--- src/rtl/synth_pkg.sv ---
// Shared types and helpers for the voice scheduler and its sine table.
package synth_pkg;

  localparam int unsigned VoicesDef     = 4;
  localparam int unsigned PhaseWidthDef = 16;

  typedef logic [PhaseWidthDef-1:0]        phase_t;
  typedef logic [$clog2(VoicesDef)-1:0]    voice_idx_t;

  typedef enum logic [1:0] {StIdle, StIssue, StDrain, StHold} state_e;

  // Peak amplitude of a signed sample of the given width.
  function automatic int sine_amp_f(input int width);
    return (1 << (width - 1)) - 1;
  endfunction

endpackage

--- src/rtl/sine_lut.sv ---
// One full sine period, synchronous single-cycle read.
module sine_lut
  import synth_pkg::*;
#(
  parameter int unsigned width_p          = 12,
  parameter int unsigned lut_depth_log2_p = 8
) (
  input  logic                           clk_i,
  input  logic                           reset_i,
  input  logic [lut_depth_log2_p-1:0]    addr_i,
  output logic signed [width_p-1:0]      data_o
);

  localparam int Depth = 1 << lut_depth_log2_p;

  logic signed [width_p-1:0] w_rom [Depth];
  logic signed [width_p-1:0] r_data;

  for (genvar gi = 0; gi < Depth; gi++) begin : g_rom
    assign w_rom[gi] = width_p'($rtoi(real'(sine_amp_f(width_p)) *
                                      $sin(2.0 * $acos(-1.0) * real'(gi) / real'(Depth))));
  end

  always_ff @(posedge clk_i or negedge reset_i) begin
    if (!reset_i) begin
      r_data <= '0;
    end else begin
      r_data <= w_rom[addr_i];
    end
  end

  assign data_o = r_data;

endmodule

--- src/rtl/voice_scheduler.sv ---
// Time-multiplexed sine voices summed into one sample per tick.
// Define VOICE_SATURATE_EN to clamp the sum instead of averaging it.
module voice_scheduler
  import synth_pkg::*;
#(
  parameter int unsigned width_p          = 12,
  parameter int unsigned voices_p         = VoicesDef,
  parameter int unsigned phase_width_p    = PhaseWidthDef,
  parameter int unsigned lut_depth_log2_p = 8
) (
  input  logic                          clk_i,
  input  logic                          reset_i,
  input  logic                          tick_i,
  input  logic                          cfg_we_i,
  input  logic [$clog2(voices_p)-1:0]   cfg_voice_i,
  input  logic [phase_width_p-1:0]      cfg_inc_i,
  input  logic                          cfg_en_i,
  input  logic                          ready_i,
  output logic                          valid_o,
  output logic signed [width_p-1:0]     data_o,
  output logic                          busy_o,
  output logic                          overrun_o
);

  localparam int unsigned IdxW = $clog2(voices_p);
  localparam int unsigned AccW = width_p + IdxW;

  state_e                         r_state;
  logic [IdxW-1:0]                r_idx;
  logic signed [AccW-1:0]         r_acc;
  logic [phase_width_p-1:0]       r_phase [voices_p];
  logic [phase_width_p-1:0]       r_inc   [voices_p];
  logic [voices_p-1:0]            r_en;
  logic                           r_rd_en;
  logic                           r_valid;
  logic signed [width_p-1:0]      r_data;
  logic                           r_overrun;

  logic [lut_depth_log2_p-1:0]    w_addr;
  logic signed [width_p-1:0]      w_lut;
  logic signed [AccW-1:0]         w_lut_ext;
  logic signed [AccW-1:0]         w_acc_sum;
  logic signed [width_p-1:0]      w_sample;

  assign w_addr = r_phase[r_idx][phase_width_p-1 -: lut_depth_log2_p];

  sine_lut #(
    .width_p          (width_p),
    .lut_depth_log2_p (lut_depth_log2_p)
  ) u_lut (
    .clk_i   (clk_i),
    .reset_i (reset_i),
    .addr_i  (w_addr),
    .data_o  (w_lut)
  );

  // r_rd_en tracks whether the voice whose data is now arriving was enabled.
  assign w_lut_ext = r_rd_en ? AccW'(w_lut) : '0;
  assign w_acc_sum = r_acc + w_lut_ext;

`ifdef VOICE_SATURATE_EN
  localparam logic signed [AccW-1:0] SatMax = AccW'(sine_amp_f(width_p));
  localparam logic signed [AccW-1:0] SatMin = AccW'(-sine_amp_f(width_p) - 1);

  always_comb begin
    w_sample = width_p'(w_acc_sum);
    if (w_acc_sum > SatMax) begin
      w_sample = width_p'(SatMax);
    end else if (w_acc_sum < SatMin) begin
      w_sample = width_p'(SatMin);
    end
  end
`else
  always_comb begin
    w_sample = width_p'(w_acc_sum >>> IdxW);
  end
`endif

  always_ff @(posedge clk_i or negedge reset_i) begin
    if (!reset_i) begin
      r_state   <= StIdle;
      r_idx     <= '0;
      r_acc     <= '0;
      r_en      <= '0;
      r_rd_en   <= 1'b0;
      r_valid   <= 1'b0;
      r_data    <= '0;
      r_overrun <= 1'b0;
      for (int v = 0; v < int'(voices_p); v++) begin
        r_phase[v] <= '0;
        r_inc[v]   <= '0;
      end
    end else begin
      r_overrun <= tick_i && (r_state != StIdle);
      unique case (r_state)
        StIdle: begin
          if (tick_i) begin
            r_acc   <= '0;
            r_idx   <= '0;
            r_state <= StIssue;
          end
        end
        StIssue: begin
          r_rd_en <= r_en[r_idx];
          if (r_en[r_idx]) begin
            r_phase[r_idx] <= r_phase[r_idx] + r_inc[r_idx];
          end
          if (r_idx != '0) begin
            r_acc <= w_acc_sum;
          end
          if (r_idx == IdxW'(voices_p - 1)) begin
            r_state <= StDrain;
          end else begin
            r_idx <= r_idx + 1'b1;
          end
        end
        StDrain: begin
          r_data  <= w_sample;
          r_valid <= 1'b1;
          r_state <= StHold;
        end
        StHold: begin
          if (ready_i) begin
            r_valid <= 1'b0;
            r_state <= StIdle;
          end
        end
        default: r_state <= StIdle;
      endcase
      // Written after the issue update so a same-cycle write lands but the
      // issue used the old increment; disabling also resets the phase.
      if (cfg_we_i) begin
        r_inc[cfg_voice_i] <= cfg_inc_i;
        r_en[cfg_voice_i]  <= cfg_en_i;
        if (!cfg_en_i) begin
          r_phase[cfg_voice_i] <= '0;
        end
      end
    end
  end

  assign valid_o   = r_valid;
  assign data_o    = r_data;
  assign busy_o    = (r_state != StIdle);
  assign overrun_o = r_overrun;

endmodule

--- config.mk ---
export PLATFORM = sky130hd
export DESIGN_NAME = voice_scheduler
export DESIGN_NICKNAME = d
export VERILOG_FILES = /design/src/rtl/synth_pkg.sv /design/src/rtl/sine_lut.sv /design/src/rtl/voice_scheduler.sv
export SDC_FILE = /design/constraint.sdc
export NUM_CORES = 1
export LEC_CHECK = 0
export CAP_MARGIN = 10
export CORE_ASPECT_RATIO = 0.9
export CORE_MARGIN = 2
export CORE_UTILIZATION = 39
export CTS_BUF_LIST = sky130_fd_sc_hd__clkbuf_16
export DETAILED_ROUTE_END_ITERATION = 12
export PLACE_DENSITY_LB_ADDON = 0.05
export SLEW_MARGIN = 20
export SYNTH_ARGS = -nofsm -noshare
export SYNTH_HDL_FRONTEND = slang
export SYNTH_SLANG_ARGS = --single-unit
--- constraint.sdc ---
create_clock -name clk_i -period 5.06 [get_ports clk_i]
set_input_delay 0.506 -clock clk_i [delete_from_list [all_inputs] [get_ports clk_i]]
set_output_delay 0.506 -clock clk_i [all_outputs]
set_load 0.1 [all_outputs]
==> results.yml <==
setup_path:
  worst_setup_path_start_kind: "flop"
  worst_ep_arrival_time_ns: 4.53
  end_kind: "flop"
  required_ns: 5.42
  critPathKind: "reg -> reg"
  cp_max_fo: 16
  reg2reg_slack_ns: 0.89
placement:
  portBuffers: 38
  gp_congestion: 0.975
  dp.cells: 1693
  dpl_cell_area_um2: 13000
  hpwl_um: 26600
drt:
  first_pass_iters: 5
  wire_per_inst_um: 23.4
  vias_per_cell: 6.22
  drc: 0
  vias: 10700
  ant_nets: 0
  drt_iter0_markers: 1153
  wl_um: 40300
global_route:
  antenna_found_initial: 1
  overflow: 0
  grt_max_degree: 102
  grt_pass1_vias: 10500
  grt.total_usage_pct: 25.4
  grt_pass1_wl_um: 63700
cells_and_area:
  final_area_um2: 13600
  final_core_util_pct: 44.1
  n_antenna_cell: 0
  finalNonFillerCells: 1725
  drive_above_1_share_pct: 16.5
  area_growth_syn_to_layout_pct: 11.0
  nets: 1385
sta:
  hold_violations: 0
  grt_setup_unrepaired: "false"
  relSlewSlack_pct: 34.5
  fin_crit_sh_pct: 82.3
  max_freq_mhz: 240
  final-setup-viol-count: 0
  finalMaxSlewViolations: 0
  fin_crit_ns: 4.17
  tightestPinTransition_ns: 0.971
  finalSetupTns_ns: 0
  skew_ns: 0.0100
logic_synthesis:
  syn_avg_cell_area_um2: 9.40
  yosys_warnings: 0
  synthCells: 1306
  synthArstFlopShare_pct: 100
  syn-cell-area_um2: 12300
  synth.ff_latch_count: 177
  yosysSeqAreaShare_pct: 36.1
  ys.flop_type: "dfrtp_1"
  synth_cell_type_count: 87
  synth_nets: 1388
  synth_edf_count: 0
die:
  start_util_pct: 39.7
  io-pin-count: 39
  dieHeight_um: 172
  design.core.area_um2: 30900
  dieArea_um2: 32900
  num_rows: 61
  chipWidth_um: 191
clocking:
  cts_tree: "yes"
  cts_setup_buffers: 0
  cts.repair.resized: 0
  numCtsBuffers: 17
  path_clk_slew_ns: 0.07
  ctsHoldBuffers: 0
  cts_htree_levels: 4
  cts_buffer_depth: 2
  clock_latency_ns: 0.44
  clock_sinks: 177
  cts_root_buf: "clkbuf_16"
worst_hold_path:
  hold_class: "in -> async"
flow_run:
  max_cap_viol_count: 0
run_status:
  status: "completed"
-- flip-flops by register name, summed over array words and instances (netlist names) --
name / count
overrun_o: 1
valid_o: 1
r_state: 2
r_inc: 64
u_lut.data_o: 12
r_acc: 14
data_o: 12
r_phase: 64
r_rd_en: 1
r_en: 4
r_idx: 2
-- path summary, 6_finish.rpt --
path,start,endpoint,cells after the start
max,r_idx[0],r_phase[46],11
min,reset_i,r_inc[35],1
max reg2reg,r_idx[0],r_phase[46],11
min reg2reg,r_acc[2],r_acc[2],2
max in group asynchronous,reset_i,r_inc[13],2
min in group clk_i,r_acc[2],r_acc[2],2
-- through the flow --
stage               worst slack (ns)  hold slack, ns
floorplan                       1.24           0.210
global placement               0.985           0.478
detailed placement             0.936           0.487
CTS                            0.909           0.198
global route                   0.626           0.226
finish                         0.894           0.171
-- final cells by class --
class / count / area, µm²
well taps: 409 / 512
clock buffers: 17 / 425
multi-input cells: 1011 / 7310
clock inverters: 15 / 195
fillers: 3041 / 17300
repair buffers: 74 / 667
flip-flops and latches: 177 / 4430
inverters: 22 / 85.1
-- cells by family (layout without fill, tap and decap cells) --
group,after synthesis,count (layout),share of synthesized area (%)
AND/OR/NAND/NOR,404,404,15.5
XOR/XNOR,28,28,2.26
adder cells (fa/ha/maj),58,58,6.03
AO/OA/AOI/OAI,390,390,21.1
buffers and inverters,118,128,4.38
multiplexers,131,131,14.7
flip-flops,177,177,36.1
-- cell usage after synthesis, types with 8 or more instances --
library cell,instances,area share (%)
o31ai_1,9,0.55
inv_1,18,0.55
mux4_2,28,5.1
buf_1,10,0.31
nand2b_1,12,0.61
clkbuf_1,50,1.5
a221oi_1,9,0.64
o22ai_1,17,0.87
o211ai_1,16,0.98
mux2_2,86,7.9
a21oi_1,115,4.7
xnor2_1,19,1.4
dfrtp_1,177,36
nand2_1,172,5.3
a21o_1,18,1.1
nor2b_1,13,0.66
a31oi_1,18,0.92
nor3_1,25,1.0
and3_1,11,0.56
mux2i_1,12,0.98
o21ai_0,66,2.7
nor2_1,75,2.3
o311ai_0,8,0.57
and2_1,16,0.82
buf_2,26,1.1
ha_1,56,5.7
a22o_1,14,1.0
nand3_1,29,1.2
a211oi_1,20,1.2
-- cell usage in the layout (no fill, tap or decap), drive strengths merged, types with 16 or more instances in the layout --
cell           netlist  routed
mux4                28      28
a21oi              117     117
and2                17      17
nor2                78      78
clkdlybuf4s50        0      37
a21o                18      18
a31oi               18      18
a211oi              21      21
ha                  56      56
o22ai               17      17
buf                 46      36
o211ai              16      16
inv                 22      30
xnor2               19      19
nand2              174     174
nand3               30      30
o21ai               67      67
dfrtp              177     177
clkbuf              50      18
nor3                25      25
mux2                89      89
-- layer usage --
metal,GRT usage (%),up-vias,wire length (µm)
met5,0,-,0
met4,7.62,0,933
met3,4.51,74,3020
met2,37.2,452,17100
met1,37.9,5369,19300
li1,-,4843,-
-- critical path, cell delays in order (launching register included) --
cell      delay [ns]
dfrtp_2         0.68
buf_4           0.37
mux4_2          0.55
ha_1            0.26
fa_1            0.49
a211o_1         0.32
a21boi_0        0.32
o31ai_1         0.21
a311oi_1        0.36
xnor2_1         0.24
nand2_1         0.10
a21oi_1         0.17
Power is not shown: default switching activity piles up to over one toggle a cycle in this logic, so the estimate is an artifact.
